File: config.mk
export PLATFORM = sky130hd
export DESIGN_NAME = gb_cpu_fetch_unit
export DESIGN_NICKNAME = d
export VERILOG_FILES = /design/src/rtl/gb_cpu_common_pkg.sv /design/src/rtl/gb_cpu_tcycle_counter.sv /design/src/rtl/gb_cpu_fetch_unit.sv
export SDC_FILE = /design/constraint.sdc
export NUM_CORES = 1
export LEC_CHECK = 0
export CORE_UTILIZATION = 41
export CTS_BUF_LIST = sky130_fd_sc_hd__clkbuf_16
export CTS_CLUSTER_DIAMETER = 60
export DETAILED_ROUTE_END_ITERATION = 6
export GPL_TIMING_DRIVEN = 0
export PLACE_DENSITY = 0.88
export SYNTH_ARGS = -nofsm -noshare
export SYNTH_HDL_FRONTEND = slang
export SYNTH_SLANG_ARGS = --single-unit
File: constraint.sdc
create_clock -name clk -period 1.6 [get_ports clk]
set_input_delay 0.32 -clock clk [delete_from_list [all_inputs] [get_ports clk]]
set_output_delay 0.32 -clock clk [all_outputs]
set_load 0.02 [all_outputs]
File: src/rtl/gb_cpu_common_pkg.sv
// Shared types and constants for the Game Boy CPU front end.
// The fetch unit and the T-cycle counter both import this package.
package gb_cpu_common_pkg;

  typedef enum logic [1:0] {
    FETCH,
    PREFIX,
    EXEC
  } fetch_state_t;

  localparam logic [7:0] CB_PREFIX = 8'hCB;
  localparam logic [1:0] T_LAST    = 2'd3;

endpackage

File: src/rtl/gb_cpu_tcycle_counter.sv
// T-cycle timebase: a 2-bit counter that wraps every M-cycle and freezes while held.
// mcycle_end marks the final T-cycle of an M-cycle that is actually advancing.
module gb_cpu_tcycle_counter
  import gb_cpu_common_pkg::*;
(
  input  logic       clk,
  input  logic       reset,
  input  logic       hold,
  output logic [1:0] tcycle,
  output logic       mcycle_end
);

  always_ff @(posedge clk) begin
    if (reset) begin
      tcycle <= 2'd0;
    end else if (!hold) begin
      tcycle <= tcycle + 2'd1;
    end
  end

  assign mcycle_end = (tcycle == T_LAST) && !hold;

endmodule

File: src/rtl/gb_cpu_fetch_unit.sv
// Instruction fetch / IR stage: latches opcode bytes at T3, tracks the 0xCB prefix,
// overlaps the next fetch with the last M-cycle, and injects interrupt dispatch.
module gb_cpu_fetch_unit
  import gb_cpu_common_pkg::*;
#(
  parameter logic [7:0] RESET_OPCODE   = 8'h00,
  parameter logic [7:0] CB_PREFIX_BYTE = CB_PREFIX
) (
  input  logic       clk,
  input  logic       reset,
  input  logic [7:0] mem_rdata,
  input  logic       last_mcycle,
  input  logic       hold,
  input  logic       irq_pending,
  output logic [1:0] tcycle,
  output logic       mcycle_end,
  output logic       fetch_active,
  output logic [7:0] opcode,
  output logic       cb_prefix,
  output logic       ir_valid,
  output logic       pc_inc,
  output logic       int_dispatch
);

  fetch_state_t state, state_next;
  logic [7:0]   opcode_next;
  logic         cb_prefix_next;
  logic         int_dispatch_next;
  logic         ir_valid_next;
  logic         pc_inc_next;
  logic         latch;

  gb_cpu_tcycle_counter u_tcycle (
    .clk        (clk),
    .reset      (reset),
    .hold       (hold),
    .tcycle     (tcycle),
    .mcycle_end (mcycle_end)
  );

  assign fetch_active = (state == FETCH) || (state == PREFIX) ||
                        ((state == EXEC) && last_mcycle);

  // mcycle_end already excludes hold, so a held T3 never latches.
  assign latch = mcycle_end && fetch_active;

  always_comb begin
    state_next        = state;
    opcode_next       = opcode;
    cb_prefix_next    = cb_prefix;
    int_dispatch_next = int_dispatch;
    ir_valid_next     = 1'b0;
    pc_inc_next       = 1'b0;

    if (latch) begin
      if (irq_pending && (state != PREFIX)) begin
        // Dispatch replaces the fetched byte; PC must not advance past it.
        state_next        = EXEC;
        opcode_next       = 8'h00;
        cb_prefix_next    = 1'b0;
        int_dispatch_next = 1'b1;
        ir_valid_next     = 1'b1;
      end else if ((mem_rdata == CB_PREFIX_BYTE) && (state != PREFIX)) begin
        state_next  = PREFIX;
        pc_inc_next = 1'b1;
      end else begin
        state_next        = EXEC;
        opcode_next       = mem_rdata;
        cb_prefix_next    = (state == PREFIX);
        int_dispatch_next = 1'b0;
        ir_valid_next     = 1'b1;
        pc_inc_next       = 1'b1;
      end
    end
  end

  always_ff @(posedge clk) begin
    if (reset) begin
      state        <= FETCH;
      opcode       <= RESET_OPCODE;
      cb_prefix    <= 1'b0;
      int_dispatch <= 1'b0;
      ir_valid     <= 1'b0;
      pc_inc       <= 1'b0;
    end else begin
      state        <= state_next;
      opcode       <= opcode_next;
      cb_prefix    <= cb_prefix_next;
      int_dispatch <= int_dispatch_next;
      ir_valid     <= ir_valid_next;
      pc_inc       <= pc_inc_next;
    end
  end

endmodule
# Word level (Yosys, flattened, before mapping)
# Index checks and enable logic that the tools add are counted.
# word_totals
regBits,16
in_bits,13
word_cells,37
# classes
addsub,1
eq_ne,6
n_mux,11
n_bitwise,1
reduce_logical,11
# ops
op,n
8-bit two-way mux,2
8-bit == test (second input constant),1
1-bit two-way mux,7
1-bit logical AND,5
2-bit == test (second input constant),2
2-bit two-way mux,2
2-bit by 1-bit adder with 2-bit output (second input constant),1
2-bit by 1-bit == test with 1-bit output (second input constant),1
2-bit logical NOT,1
1-bit logical OR,2
2-bit by 1-bit != test with 1-bit output (second input constant),1
2-bit != test (second input constant),1
2-bit AND reduction,1
2-bit OR reduction,1
1-bit logical NOT,1
1-bit inverter,1

# Logic depth before layout (Yosys ltp)
# Gate-level depths: netlist (run 1).
# depth
word_depth,6
mapped_depth,6
depth_no_buf,5

# By module
# A second synthesis (run 1) with hierarchy kept.
# hier_totals
cells_unflattened,64
area_unflattened_um2,679.4
# modules_own_cells
mod,n_inst,cells_per_inst,area_per_inst_um2,seq_area_each_um2
gb_cpu_fetch_unit,1,56,591.8,280.3
gb_cpu_tcycle_counter,1,8,87.6,40.0

# Worst setup path before layout (run 1)
# Ideal clock, no wire load.
# synth_timing
path_type,reg2reg
start,register u_tcycle.tcycle[0]
end,register opcode[1]
t_arrival_ns,1.549
slack_ns,-0.066
stages_incl_launch_ff,7
n_path_buf,1
cell_sequence,dfxtp_1 -> ha_1 -> nor2b_4 -> o21ai_4 -> buf_2 -> o211a_1 -> a41o_1
# synth_between
elab_chain_cells,4
# synth_lines
item,line_no,rtl
"start, declared",gb_cpu_tcycle_counter.sv:9,"output logic [1:0] tcycle,"
"start signal, assigned",gb_cpu_tcycle_counter.sv:17,tcycle <= tcycle + 2'd1;
2-bit == test,gb_cpu_tcycle_counter.sv:21,assign mcycle_end = (tcycle == T_LAST) && !hold;
1-bit logical AND,gb_cpu_tcycle_counter.sv:21,
net mcycle_end,gb_cpu_fetch_unit.sv:16,"output logic mcycle_end,"
1-bit logical AND,gb_cpu_fetch_unit.sv:45,assign latch = mcycle_end && fetch_active;
2-bit AND reduction (no source line),n/a,
"end signal, assigned",gb_cpu_fetch_unit.sv:87,opcode <= opcode_next;
"end, declared",gb_cpu_fetch_unit.sv:18,"output logic [7:0] opcode,"
# The timed path passes the listed nets, and every way through them passes these cells.
# A chain may end at the register's enable or synchronous reset.

# Final worst setup path (run 1)
# layout_timing
start,input mem_rdata[6]
end,register opcode[5]
# layout_between
elab_chain_cells,4
# layout_lines
item,line_no,rtl
"start, declared",gb_cpu_fetch_unit.sv:11,"input logic [7:0] mem_rdata,"
8-bit == test,gb_cpu_fetch_unit.sv:63,end else if ((mem_rdata == CB_PREFIX_BYTE) && (state != PREFIX)) begin
1-bit logical AND,gb_cpu_fetch_unit.sv:63,
2-bit != test (no source line),n/a,
2-bit AND reduction (no source line),n/a,
# No other way between the ends.

==> out/results.txt, run 1 <==
The flow ran to the end, but the final reports show violations. The final reports fail on DRC. The share of power burned in registers was 0.420; the worst clock skew was 0.000948 ns. The logs give 1910 um2 for the area of the die and 6 for the detailed-router iteration count before antenna repair. The run gives 0.449 as the sequential share of the synthesized area. Data on the critical path is required at its endpoint by 1.74 ns. The net load switching power is 199 uW. In this run the static leakage power is 0.513 nW. The run gives 713 um2 as the post-synthesis instance area. Pin placement for this block handled 29 I/O pins. In the final routing, the length of wire on met1 measures 709 um. The die is 43.7 um tall.

The path class of the lowest-slack min-delay path is input pin to register. The routed layout has 679 vias. The core region is 1560 um2. In this run the worst path has a maximum fanout of 8. For the worst setup path, the data arrival time is 1.69 ns. The overall power of the completed layout came out at 988 uW. The library cells used most frequently in the layout, excluding fill and tap cells, are sky130_fd_sc_hd__clkdlybuf4s50_1, sky130_fd_sc_hd__dfxtp_1, sky130_fd_sc_hd__o211a_1, sky130_fd_sc_hd__a41o_1, sky130_fd_sc_hd__nor2_1. Setup violations remaining at the end of the flow were counted as 0. Counting every net in the synthesized netlist gives 83. The fraction of power spent switching nets was 0.202; the number of antenna violations at the first check in global routing was 0. In this run the mean area of a mapped cell was 10.3 um2.

The maximum level of the CTS H-tree is 1, and the shortest clock period the worst path allows after layout is 1.55 ns. Yosys attributes the largest share of cell area to sky130_fd_sc_hd__dfxtp_1, sky130_fd_sc_hd__a41o_1, sky130_fd_sc_hd__o211a_1. Setup repair after global routing left no endpoint under its margin. After detailed routing, the total wire length is 1.69 mm. For this run, the number of Yosys warnings is 0. Across the VDD grid, the largest voltage drop is 0.000642 V. CTS saw 16 sinks.

The worst setup path is of the input pin to register kind. After detailed routing, the met2 layer carries 832 um of wire. The share of layout cells above drive strength 1 was 0.160; the largest stage delay on the critical path was 0.42 ns. The clock transition time at the flip-flop clock pins of the worst setup and hold paths came out at 0.05 ns. STA classifies the critical path startpoint as an input pin.

The count of input and output buffers works out to 27. Walking the worst path, the cells encountered are clkdlybuf4s50_1, and3b_1, and4b_1, buf_6, o211a_1, a41o_1. For this run, the post-layout net count is 116. In the routed layout, each cell is associated on average with a via count of 5.85.

TritonCTS built the clock tree. In this run, synthesis produced a sequential element count of 16. In the detailed route, the total length drawn on met3 is 111 um. After detailed routing, the average wire length per cell comes to 14.6 um. For the clock latency of the later-clocked register in the worst-skew pair, the log shows 0.24 ns. Total power density per cell area: 909 nW/um2. The part of the cycle the worst path needs is 0.969, and the number of buffers between clock root and the deepest sink is 2. The antenna diode instance count was 0. The cell family contributing the most delay on the critical path is buffers and inverters. For the final hold violation count, the log shows 0. The final estimated routing congestion in global placement was 0.784; the buffer and inverter count on the worst path was 2. The highest layer touched by signal routing is met4. The run gives 0 as the final antenna-violating net count.

The leftover overflow at the end of global routing was 0. The layout filler cell count was 134; the layout overhead on the synthesized area was 52.5%. The fraction of post-synthesis cell area in the top cell type by area is 0.449. The number of placed cells counting well taps is 112, and the effective utilization at floorplan is 0.457. The first-pass GRT wire length came out at 2.82 mm. Excluding fillers, the count of instances in the completed layout stands at 116. The tools report the total number of placement rows as 14. For the overall global routing resource usage, the log shows 0.202. Entering global routing, the biggest net connects 11 pins.

Detailed placement finished with a half-perimeter wire length of 1.20 mm. The clock root buffer is sky130_fd_sc_hd__clkbuf_16. Number of global-route vias before repair: 638. The chip width was 43.7 um; the normalized max-slew margin was 0.705. The nature of the critical path endpoint is a register. The share of power burned in the clock network is 0.476.

Leaving out fill and tap cells, the most frequent cell in the layout is sky130_fd_sc_hd__clkdlybuf4s50_1. The tool flagged a number of max-cap violations equal to 0. Internal power comes to 789 uW. For the number of max-slew violations in the final report, the log shows 0.

At the pin with the least slew margin, the transition time is 0.442 ns. After technology mapping, the gate count stands at 69. After synthesis, the netlist uses 28 different library cells.

The run gives 3 as the number of buffers created by CTS. The largest total area in the synthesized netlist belongs to sky130_fd_sc_hd__dfxtp_1. After detailed routing, the number of remaining DRC violations is 3.

Timing would allow up to 645 MHz. For this design, the slowest cell found on the critical path is sky130_fd_sc_hd__clkdlybuf4s50_1. For the violation count after the first detailed-route iteration, the log shows 16.

For the proportion of power drawn by combinational gates, the log shows 0.104.
-- cell type report --
| type | instances | area (um2) | area share |
|---|---|---|---|
| tap | 16 | 20.0 | 0.0184 |
| inverter | 2 | 7.51 | 0.00690 |
| timing repair buffer | 28 | 272 | 0.250 |
| buffer | 4 | 25.0 | 0.0230 |
| multi-input combinational | 47 | 365 | 0.336 |
| clock buffer | 3 | 75.1 | 0.0690 |
| sequential | 16 | 323 | 0.297 |
-- repair_timing --
| item | 4_1_cts | 5_1_grt |
|---|---|---|
| buffers inserted | 1 | 0 |
| endpoints found under the setup margin | 7 | 0 |
| hold buffers | 0 | 0 |
| gates resized for setup | 10 | 0 |
-- per-stage QoR --
stage	setup WS, ns	area, um2	TNS [ns]	util	hold slack [ns]
floorplan	0.0301	716	0	-	0.458
global placement	-0.410	1010	-2.63	0.645	0.466
detailed placement	-0.423	1010	-2.78	0.645	0.471
CTS	0.0464	1090	0	0.697	0.372
global route	0.00427	1090	0	0.697	0.379
finish	0.0495	1090	0	0.697	0.372
-- per-layer routing --
layer  global-route usage  up-vias
met5                    0        -
met2                0.346       29
met3               0.0500        4
met1                0.227      323
met4                0.113        0
li1                     -      323
-- registers in the layout (all words and copies together) (netlist names) --
register	flops
opcode	8
state	2
u_tcycle.tcycle	2
cb_prefix	1
int_dispatch	1
ir_valid	1
pc_inc	1
-- logic make-up (layout without fill, tap and decap cells) --
group / Yosys count / after routing / share of synthesized area
multiplexers: 1 / 1 / 0.0140
AO/OA/AOI/OAI: 22 / 22 / 0.268
XOR/XNOR: 1 / 1 / 0.0123
buffers and inverters: 6 / 37 / 0.0456
AND/OR/NAND/NOR: 22 / 22 / 0.193
flip-flops: 16 / 16 / 0.449
adder cells (fa/ha/maj): 1 / 1 / 0.0175
-- synthesized netlist by cell type --
cell	count
sky130_fd_sc_hd__nor2b_2	1
sky130_fd_sc_hd__inv_1	2
sky130_fd_sc_hd__nor2b_4	1
sky130_fd_sc_hd__o32ai_1	1
sky130_fd_sc_hd__a41o_1	6
sky130_fd_sc_hd__o21ai_4	1
sky130_fd_sc_hd__o211a_1	6
sky130_fd_sc_hd__xor2_1	1
sky130_fd_sc_hd__o21ai_0	2
sky130_fd_sc_hd__o21a_1	1
sky130_fd_sc_hd__ha_1	1
sky130_fd_sc_hd__and3_1	1
sky130_fd_sc_hd__a21oi_1	4
sky130_fd_sc_hd__nand4b_1	2
sky130_fd_sc_hd__nand2_1	4
sky130_fd_sc_hd__buf_6	1
sky130_fd_sc_hd__nor2_1	5
sky130_fd_sc_hd__mux2i_1	1
sky130_fd_sc_hd__a31o_2	1
sky130_fd_sc_hd__buf_2	2
sky130_fd_sc_hd__nand3_1	1
sky130_fd_sc_hd__clkbuf_1	1
sky130_fd_sc_hd__and4b_1	1
sky130_fd_sc_hd__nor2_4	1
sky130_fd_sc_hd__nand2b_1	2
sky130_fd_sc_hd__and3b_1	1
sky130_fd_sc_hd__nor3_1	2
sky130_fd_sc_hd__dfxtp_1	16
-- final timing paths --
kind                                         start            endpoint  slack [ns]  cells past startpoint
worst max register to register  u_tcycle.tcycle[0]           opcode[7]        0.12                      6
worst max-delay path                  mem_rdata[6]           opcode[5]        0.05                      6
worst min-delay path                         reset  u_tcycle.tcycle[1]        0.37                      2
worst min register to register           opcode[4]           opcode[4]        0.48                      2
-- power groups by stage --
stage / Sequential [mW] / Clock (mW) / Combinational, mW
after floorplan: 0.431 / 0 / 0.0369
after global placement: 0.422 / 0 / 0.0990
after detailed placement: 0.422 / 0 / 0.102
after CTS: 0.415 / 0.476 / 0.103
after global routing: 0.416 / 0.499 / 0.110
final: 0.415 / 0.470 / 0.103
(Power assumes the default switching activity.)
==> inputs of run 2 (changes only) <==
--- a/config.mk
+++ b/config.mk
@@ -6,10 +6,13 @@
 export NUM_CORES = 1
 export LEC_CHECK = 0
-export CORE_UTILIZATION = 41
+export CELL_PAD_IN_SITES_DETAIL_PLACEMENT = 1
+export CELL_PAD_IN_SITES_GLOBAL_PLACEMENT = 1
+export CORE_UTILIZATION = 30
 export CTS_BUF_LIST = sky130_fd_sc_hd__clkbuf_16
 export CTS_CLUSTER_DIAMETER = 60
+export CTS_CLUSTER_SIZE = 16
 export DETAILED_ROUTE_END_ITERATION = 6
 export GPL_TIMING_DRIVEN = 0
-export PLACE_DENSITY = 0.88
+export PLACE_DENSITY = 0.87
 export SYNTH_ARGS = -nofsm -noshare
 export SYNTH_HDL_FRONTEND = slang
==> constraint.sdc (replaced) <==
create_clock -name clk -period 1.6 [get_ports clk]
set_input_delay 0.32 -clock clk [delete_from_list [all_inputs] [get_ports clk]]
set_output_delay 0.32 -clock clk [all_outputs]
set_load 0.01 [all_outputs]
==> out/results.txt, run 2 (same netlist as run 1, synthesis figures left out) <==
The tools report the effective utilization at floorplan as 0.319 (was 0.457). The run gives 11 (was 16) as the violation count after the first detailed-route iteration. Shortest clock period the worst path allows after layout: 1.56 ns (was 1.55 ns). The upper clock frequency limit was 641 MHz (was 645 MHz). The final setup slack of the worst path is 0.0394 ns (was 0.0495 ns), and the final estimated routing congestion in global placement is 0.687 (was 0.784).

The count of input and output buffers is 27 (unchanged), and the chip width is 50.8 um (was 43.7 um). The logs give 792 uW (was 789 uW) for the internal cell power and 0.00409 ns (was 0.000948 ns) for the worst clock skew. The tools report the net load switching power as 202 uW (was 199 uW). The number of flip-flops in the largest register was 8 (unchanged); the transition at the pin with the smallest max-transition slack was 0.430 ns (was 0.442 ns). Setup repair after global routing left no endpoint under its margin.

The commonest non-fill, non-tap cell in the layout is sky130_fd_sc_hd__clkdlybuf4s50_1 (unchanged). The tools report the startpoint of the worst-slack reg-to-reg timing path as u_tcycle.tcycle[0] (unchanged). The number of instances on the worst hold path works out to 2 (unchanged). The leakage power figure was 0.545 nW (was 0.513 nW).

Critical path start-end classification: input pin to register (unchanged). The overall power of the completed layout came out at 994 uW (was 988 uW). The wire length after detailed routing is 2.00 mm (was 1.69 mm). The fraction of power spent switching nets was 0.203 (was 0.202); the number of max-capacitance violations reported was 0 (unchanged). The number of global-route vias before repair was 677 (was 638); the proportion of power drawn by combinational gates was 0.100 (was 0.104).

The area of the die is 2580 um2 (was 1910 um2), and the wire length per cell is 15.5 um (was 14.6 um). Regs by FF count: opcode x8, state x2, u_tcycle.tcycle x2 (unchanged). For the clock latency of the later-clocked register in the worst-skew pair, the log shows 0.25 ns (was 0.24 ns). The pre-CTS worst setup slack was -0.362 ns (was -0.423 ns). The run finished with clean final reports. The tools report the remaining design rule violation count as 0 (was 3). Most used cells in the layout excluding fill and tap cells: sky130_fd_sc_hd__clkdlybuf4s50_1, sky130_fd_sc_hd__dfxtp_1, sky130_fd_sc_hd__o211a_1, sky130_fd_sc_hd__a41o_1, sky130_fd_sc_hd__nor2_1 (unchanged).

The origin of the worst min-delay path was reset (unchanged). The run gives 0 (unchanged) as the leftover overflow at the end of global routing. TritonCTS built the clock tree.

The tools report the placed instance area as 1020 um2 (was 1010 um2). The logs give 0.173 (was 0.202) for the overall global routing resource usage and 0 (unchanged) for the number of antenna violations at the first check in global routing. The utilization after layout is 0.501 (was 0.697).

The total clock sinks is 16 (unchanged), and the maximum fanout count along the critical path is 8 (unchanged). The via density per instance is 5.22 (was 5.85). Clock transition time at the flip-flop clock pins of the worst setup and hold paths: 0.05 ns (about the same). The number of buffers created by CTS came out at 3 (unchanged). For the share of power burned in registers, the log shows 0.418 (was 0.420). The first-pass GRT wire length was 3.20 mm (was 2.82 mm). The layout filler cell count is 250 (was 134), and the number of placed cells counting well taps is 124 (was 112).

Final antenna-violating net count: 0 (unchanged). The depth of the worst register-to-register path was 7 (was 6). The tools report the area of the core as 2230 um2 (was 1560 um2). The tools report the nature of the critical path endpoint as a register (unchanged).

The normalized max-slew margin is 0.713 (was 0.705). Non-filler instance count after layout: 129 (was 116). The detailed-router iteration count before antenna repair came out at 4 (was 6). Path class of the lowest-slack min-delay path: input pin to register (unchanged).

The part of the cycle the worst path needs was 0.975 (was 0.969); the final instance area was 1120 um2 (was 1090 um2). The setup-violating endpoint count in the final report came out at 0 (unchanged). The post-layout net count is 116 (unchanged), and the boundary pin count is 29 (unchanged). The total number of placement rows is 17 (was 14), and the total power density per cell area is 888 nW/um2 (was 909 nW/um2). Maximum number of pins on one net before global-route repair: 11 (unchanged). The final hold violation count was 0 (unchanged). The number of buffers between clock root and the deepest sink was 2 (unchanged); the required arrival time at the worst endpoint was 1.73 ns (was 1.74 ns). The most flop-heavy register is opcode (unchanged). For the share of power burned in the clock network, the log shows 0.483 (was 0.476).

The clock root buffer was sky130_fd_sc_hd__clkbuf_16 (unchanged). Post-detailed-placement half-perimeter wirelength: 1.43 mm (was 1.20 mm). The arrival time at the worst endpoint was 1.70 ns (was 1.69 ns); the layout overhead on the synthesized area was 56.8% (was 52.5%).

The endpoint of the most critical register-to-register path was opcode[2] (was opcode[7]). The number of max-slew violations in the final report is 0 (unchanged). The count of hold buffers inserted by post-cts repair was 0 (unchanged); the share of layout cells above drive strength 1 was 0.158 (was 0.160).

The run gives 0.07 ns (was 0.12 ns) as the worst-case register-to-register setup slack. For the number of vias after detailed routing, the log shows 674 (was 679). The run gives 0.000519 V (was 0.000642 V) as the largest vdd supply drop. Antenna diode instance count: 0 (unchanged). The type of element launching the critical path was an input pin (unchanged).

The vertical die dimension works out to 50.8 um (was 43.7 um). The maximum level of the CTS H-tree is 1 (unchanged). End of the worst hold path: u_tcycle.tcycle[1] (unchanged).
-- run 2: cell count changes in the layout (fill, tap and decap cells not counted), sizes merged --
cell,change
clkinv,+1
dlygate4sd2,+1
clkdlybuf4s15,-1
clkdlybuf4s50,-2
dlymetal6s2s,+2
-- run 2: repair_timing --
action	in CTS	in global routing
buffers inserted	1	0
setup endpoints to repair	8	8
endpoints found under the hold margin	0	0
pin swaps	0	1
gates resized for setup	7	8
-- run 2: final cells by class --
type | count | area [um2] | area share
Multi-Input combinational cell | 47 | 373 | 0.333
Timing Repair Buffer | 28 | 274 | 0.245
Tap cell | 28 | 35.0 | 0.0313
Clock buffer | 3 | 75.1 | 0.0671
Inverter | 2 | 7.51 | 0.00671
Clock inverter | 1 | 3.75 | 0.00336
Buffer | 4 | 27.5 | 0.0246
Sequential cell | 16 | 323 | 0.289
-- run 2: worst max-delay path by stage --
stage	from	end	slack, ns	cells past startpoint
after floorplan	u_tcycle.tcycle[0]	opcode[1]	0.08	6
after global placement	last_mcycle	fetch_active	-0.34	4
after detailed placement	last_mcycle	fetch_active	-0.36	4
after CTS	last_mcycle	fetch_active	-0.008	4
after global routing	mem_rdata[2]	opcode[3]	0.002	6
final	mem_rdata[2]	opcode[2]	0.04	6
-- run 2: power by group through the flow --
stage	Sequential [mW]	Combinational [mW]	Clock (mW)
2_1_floorplan	0.424	0.0364	0
3_3_place_gp	0.421	0.0945	0
3_5_place_dp	0.421	0.0976	0
4_1_cts	0.413	0.0986	0.499
5_1_grt	0.415	0.106	0.516
6_report	0.415	0.0990	0.480
-- run 2: through the flow --
stage	hold WS (ns)	setup TNS, ns
floorplan	0.458	0
global placement	0.469	-2.46
detailed placement	0.481	-2.96
CTS	0.374	-0.00835
global route	0.384	0
finish	0.363	0
-- run 2: metal layers --
metal,vias to the layer above,part of all wire,GRT usage
li1,326,-,-
met1,310,0.41,0.196
met2,29,0.50,0.293
met3,9,0.048,0.0273
met4,0,0.036,0.120
met5,-,0,0
-- run 2: critical path: stages --
cell,delay (ns)
sky130_fd_sc_hd__clkdlybuf4s50_1,0.50
sky130_fd_sc_hd__nand4b_1,0.13
sky130_fd_sc_hd__and4b_1,0.21
sky130_fd_sc_hd__buf_6,0.14
sky130_fd_sc_hd__o211a_1,0.21
sky130_fd_sc_hd__a41o_1,0.19
==> inputs of run 3 (changes only) <==
- REMOVE_ABC_BUFFERS: default -> 1
- SLEW_MARGIN: default -> 20
==> out/results.txt, run 3 (same netlist as run 1, synthesis figures left out) <==
The flow ran to the end, and the final reports show no timing, DRC or antenna violations. The total power density per cell area was 890 nW/um2 (was 888 nW/um2); the remaining design rule violation count was 0 (unchanged). The tools report the area of the core as 2230 um2 (unchanged).

Type of element launching the critical path: a register (was an input pin). CP cell instances: ha_1, nor2b_4, clkdlybuf4s15_1 (was clkdlybuf4s50_1, nand4b_1, and4b_1, buf_6, o211a_1, a41o_1). Final instance area: 1120 um2 (about the same). The most used routing layer in global routing is met2 (unchanged). The run gives 3 (was 11) as the violation count after the first detailed-route iteration.

The path class of the lowest-slack min-delay path was input pin to register (unchanged). The arrival time at the worst endpoint was 1.22 ns (was 1.70 ns); the leftover overflow at the end of global routing was 0 (unchanged). The number of flip-flops in the largest register works out to 8 (unchanged). The tools report the clock root buffer as sky130_fd_sc_hd__clkbuf_16 (unchanged). Origin of the worst min-delay path: mem_rdata[2] (was reset).

The wire length after detailed routing is 1.80 mm (was 2.00 mm), and the number of instances on the worst hold path is 2 (unchanged). The tools report the end of the worst hold path as opcode[2] (was u_tcycle.tcycle[1]). The run gives 0.000518 V (was 0.000519 V) as the largest vdd supply drop. The clock latency of the later-clocked register in the worst-skew pair is 0.25 ns (about the same), and the required arrival time at the worst endpoint is 1.28 ns (was 1.73 ns). The detailed-router iteration count before antenna repair came out at 4 (unchanged). The tools report the nature of the critical path endpoint as a primary output (was a register). The worst clock skew came out at 0.00205 ns (was 0.00409 ns).

The number of buffers between clock root and the deepest sink was 2 (unchanged). The via density per instance was 5.14 (was 5.22); the leakage power figure was 0.562 nW (was 0.545 nW). The post-layout net count was 115 (was 116). The wire length per cell is 14.1 um (was 15.5 um), and the met3 usage in global routing is 0.0333 (was 0.0273). The maximum level of the CTS H-tree was 1 (unchanged); the total number of placement rows was 17 (unchanged).

The share of layout cells above drive strength 1 is 0.140 (was 0.158), and the final estimated routing congestion in global placement is 0.693 (was 0.687). The layout overhead on the synthesized area is 57.7% (was 56.8%). The boundary pin count is 29 (unchanged), and the number of max-capacitance violations reported is 0 (unchanged). The vertical die dimension came out at 50.8 um (unchanged). Most used cells in the layout excluding fill and tap cells: sky130_fd_sc_hd__clkdlybuf4s50_1, sky130_fd_sc_hd__dfxtp_1, sky130_fd_sc_hd__o211a_1, sky130_fd_sc_hd__a41o_1, sky130_fd_sc_hd__dlymetal6s2s_1 (was sky130_fd_sc_hd__clkdlybuf4s50_1, sky130_fd_sc_hd__dfxtp_1, sky130_fd_sc_hd__o211a_1, sky130_fd_sc_hd__a41o_1, sky130_fd_sc_hd__nor2_1). The number of vias after detailed routing is 658 (was 674). The maximum fanout count along the critical path works out to 3 (was 8).

The tools report the startpoint of the worst-slack reg-to-reg timing path as u_tcycle.tcycle[0] (unchanged). The antenna diode instance count was 0 (unchanged); the buffer and inverter count on the worst path was 1 (was 2). The depth of the worst register-to-register path is 5 (was 7). The commonest non-fill, non-tap cell in the layout is sky130_fd_sc_hd__clkdlybuf4s50_1 (unchanged). The chip width was 50.8 um (unchanged); the worst-case register-to-register setup slack was 0.17 ns (was 0.07 ns). For the post-detailed-placement half-perimeter wirelength, the log shows 1.27 mm (was 1.43 mm). The maximum number of pins on one net before global-route repair was 17 (was 11). The critical path start-end classification was register to primary output (was input pin to register).

The largest stage delay on the critical path works out to 0.37 ns (was 0.50 ns). TritonCTS built the clock tree. Number of global-route vias before repair: 687 (was 677). The final antenna-violating net count was 0 (unchanged). The number of max-slew violations in the final report is 0 (unchanged). Regs by FF count: opcode x8, state x2, u_tcycle.tcycle x2 (unchanged). The normalized max-slew margin is 0.720 (was 0.713).

The upper clock frequency limit is 649 MHz (was 641 MHz). The overall power of the completed layout came out at 1.00 mW (was 994 uW). The tools report the global routing usage on met2 as 0.260 (was 0.293). The part of the cycle the worst path needs came out at 0.963 (was 0.975). Setup repair after global routing left no endpoint under its margin. The clock transition time at the flip-flop clock pins of the worst setup and hold paths is 0.05 ns (about the same), and the number of logic stages on the critical path including buffering is 3 (was 6).

The run gives 16 (unchanged) as the total clock sinks. Most flop-heavy register: opcode (unchanged). Transition at the pin with the smallest max-transition slack: 0.420 ns (was 0.430 ns). The run gives 1000 um2 (was 1020 um2) as the placed instance area.

The run gives 0 (unchanged) as the final hold violation count. The endpoint of the most critical register-to-register path is cb_prefix (was opcode[2]). The utilization after layout was 0.504 (was 0.501); the shortest clock period the worst path allows after layout was 1.54 ns (was 1.56 ns). The pre-CTS worst setup slack is -0.357 ns (was -0.362 ns), and the final setup slack of the worst path is 0.0585 ns (was 0.0394 ns).

The overall global routing resource usage was 0.152 (was 0.173). The run gives 0.319 (unchanged) as the effective utilization at floorplan. The count of input and output buffers is 28 (was 27), and the number of antenna violations at the first check in global routing is 0 (unchanged).

The standard cell with the maximum stage delay on the critical path was sky130_fd_sc_hd__dfxtp_1 (was sky130_fd_sc_hd__clkdlybuf4s50_1). Setup-violating endpoint count in the final report: 0 (unchanged). The area of the die was 2580 um2 (unchanged); the met1 track demand over resource in global routing was 0.168 (was 0.196). The cell family contributing the most delay on the critical path is flip-flops (was buffers and inverters). The first-pass GRT wire length is 2.87 mm (was 3.20 mm), and the number of buffers created by CTS is 3 (unchanged).
## run 3: cell count changes in the layout (fill, tap and decap cells not counted), moves of 2 or more
| cell | delta |
|---|---|
| sky130_fd_sc_hd__clkdlybuf4s50_1 | -3 |
| sky130_fd_sc_hd__dfxtp_1 | +2 |
| sky130_fd_sc_hd__dfxtp_2 | -2 |
| sky130_fd_sc_hd__dlymetal6s2s_1 | +4 |
## run 3: through the flow
stage,cells,hold WS (ns),setup TNS (ns)
4_1_cts,126,0.480,-0.00838
6_report,128,0.344,0
3_3_place_gp,121,0.470,-2.99
3_5_place_dp,121,0.479,-3.24
5_1_grt,128,0.358,0
2_1_floorplan,65,0.389,0
## run 3: what timing repair did
item / in CTS / in global routing
hold buffers: 0 / 0
pin swaps: 1 / 4
hold endpoints to repair: 0 / 0
endpoints found under the setup margin: 8 / 8
gates resized for setup: 8 / 10
buffers inserted: 1 / 2
## run 3: how the worst max path moves through the flow
stage	startpoint	slack, ns	end
2_1_floorplan	u_tcycle.tcycle[0]	0.19	opcode[1]
3_3_place_gp	last_mcycle	-0.36	fetch_active
3_5_place_dp	last_mcycle	-0.36	fetch_active
4_1_cts	last_mcycle	-0.008	fetch_active
5_1_grt	u_tcycle.tcycle[0]	0.004	mcycle_end
6_report	u_tcycle.tcycle[0]	0.06	mcycle_end
## run 3: worst register-to-register path: cells and delay by family, from the launching register on
family	cells	cell delay [ns]
fa+ha+maj	1	0.17
compound gates	2	0.48
flops	1	0.37
simple gates	2	0.30
## run 3: cell type report
cell class	instances	area, um2
fillers	267	1110
inverters	2	11.3
flip-flops and latches	16	320
well taps	28	35.0
repair buffers	31	310
clock inverters	1	3.75
multi-input cells	47	369
clock buffers	3	75.1
## run 3: per-layer routing
metal,wire length (um),part of all wire
met5,0,0
met1,807,0.45
met2,851,0.47
met3,105,0.058
met4,38,0.021
## run 3: where the power goes
part | switching (mW) | internal, mW
sequential | 0.00644 | 0.408
combinational | 0.0463 | 0.0543
clock | 0.155 | 0.331
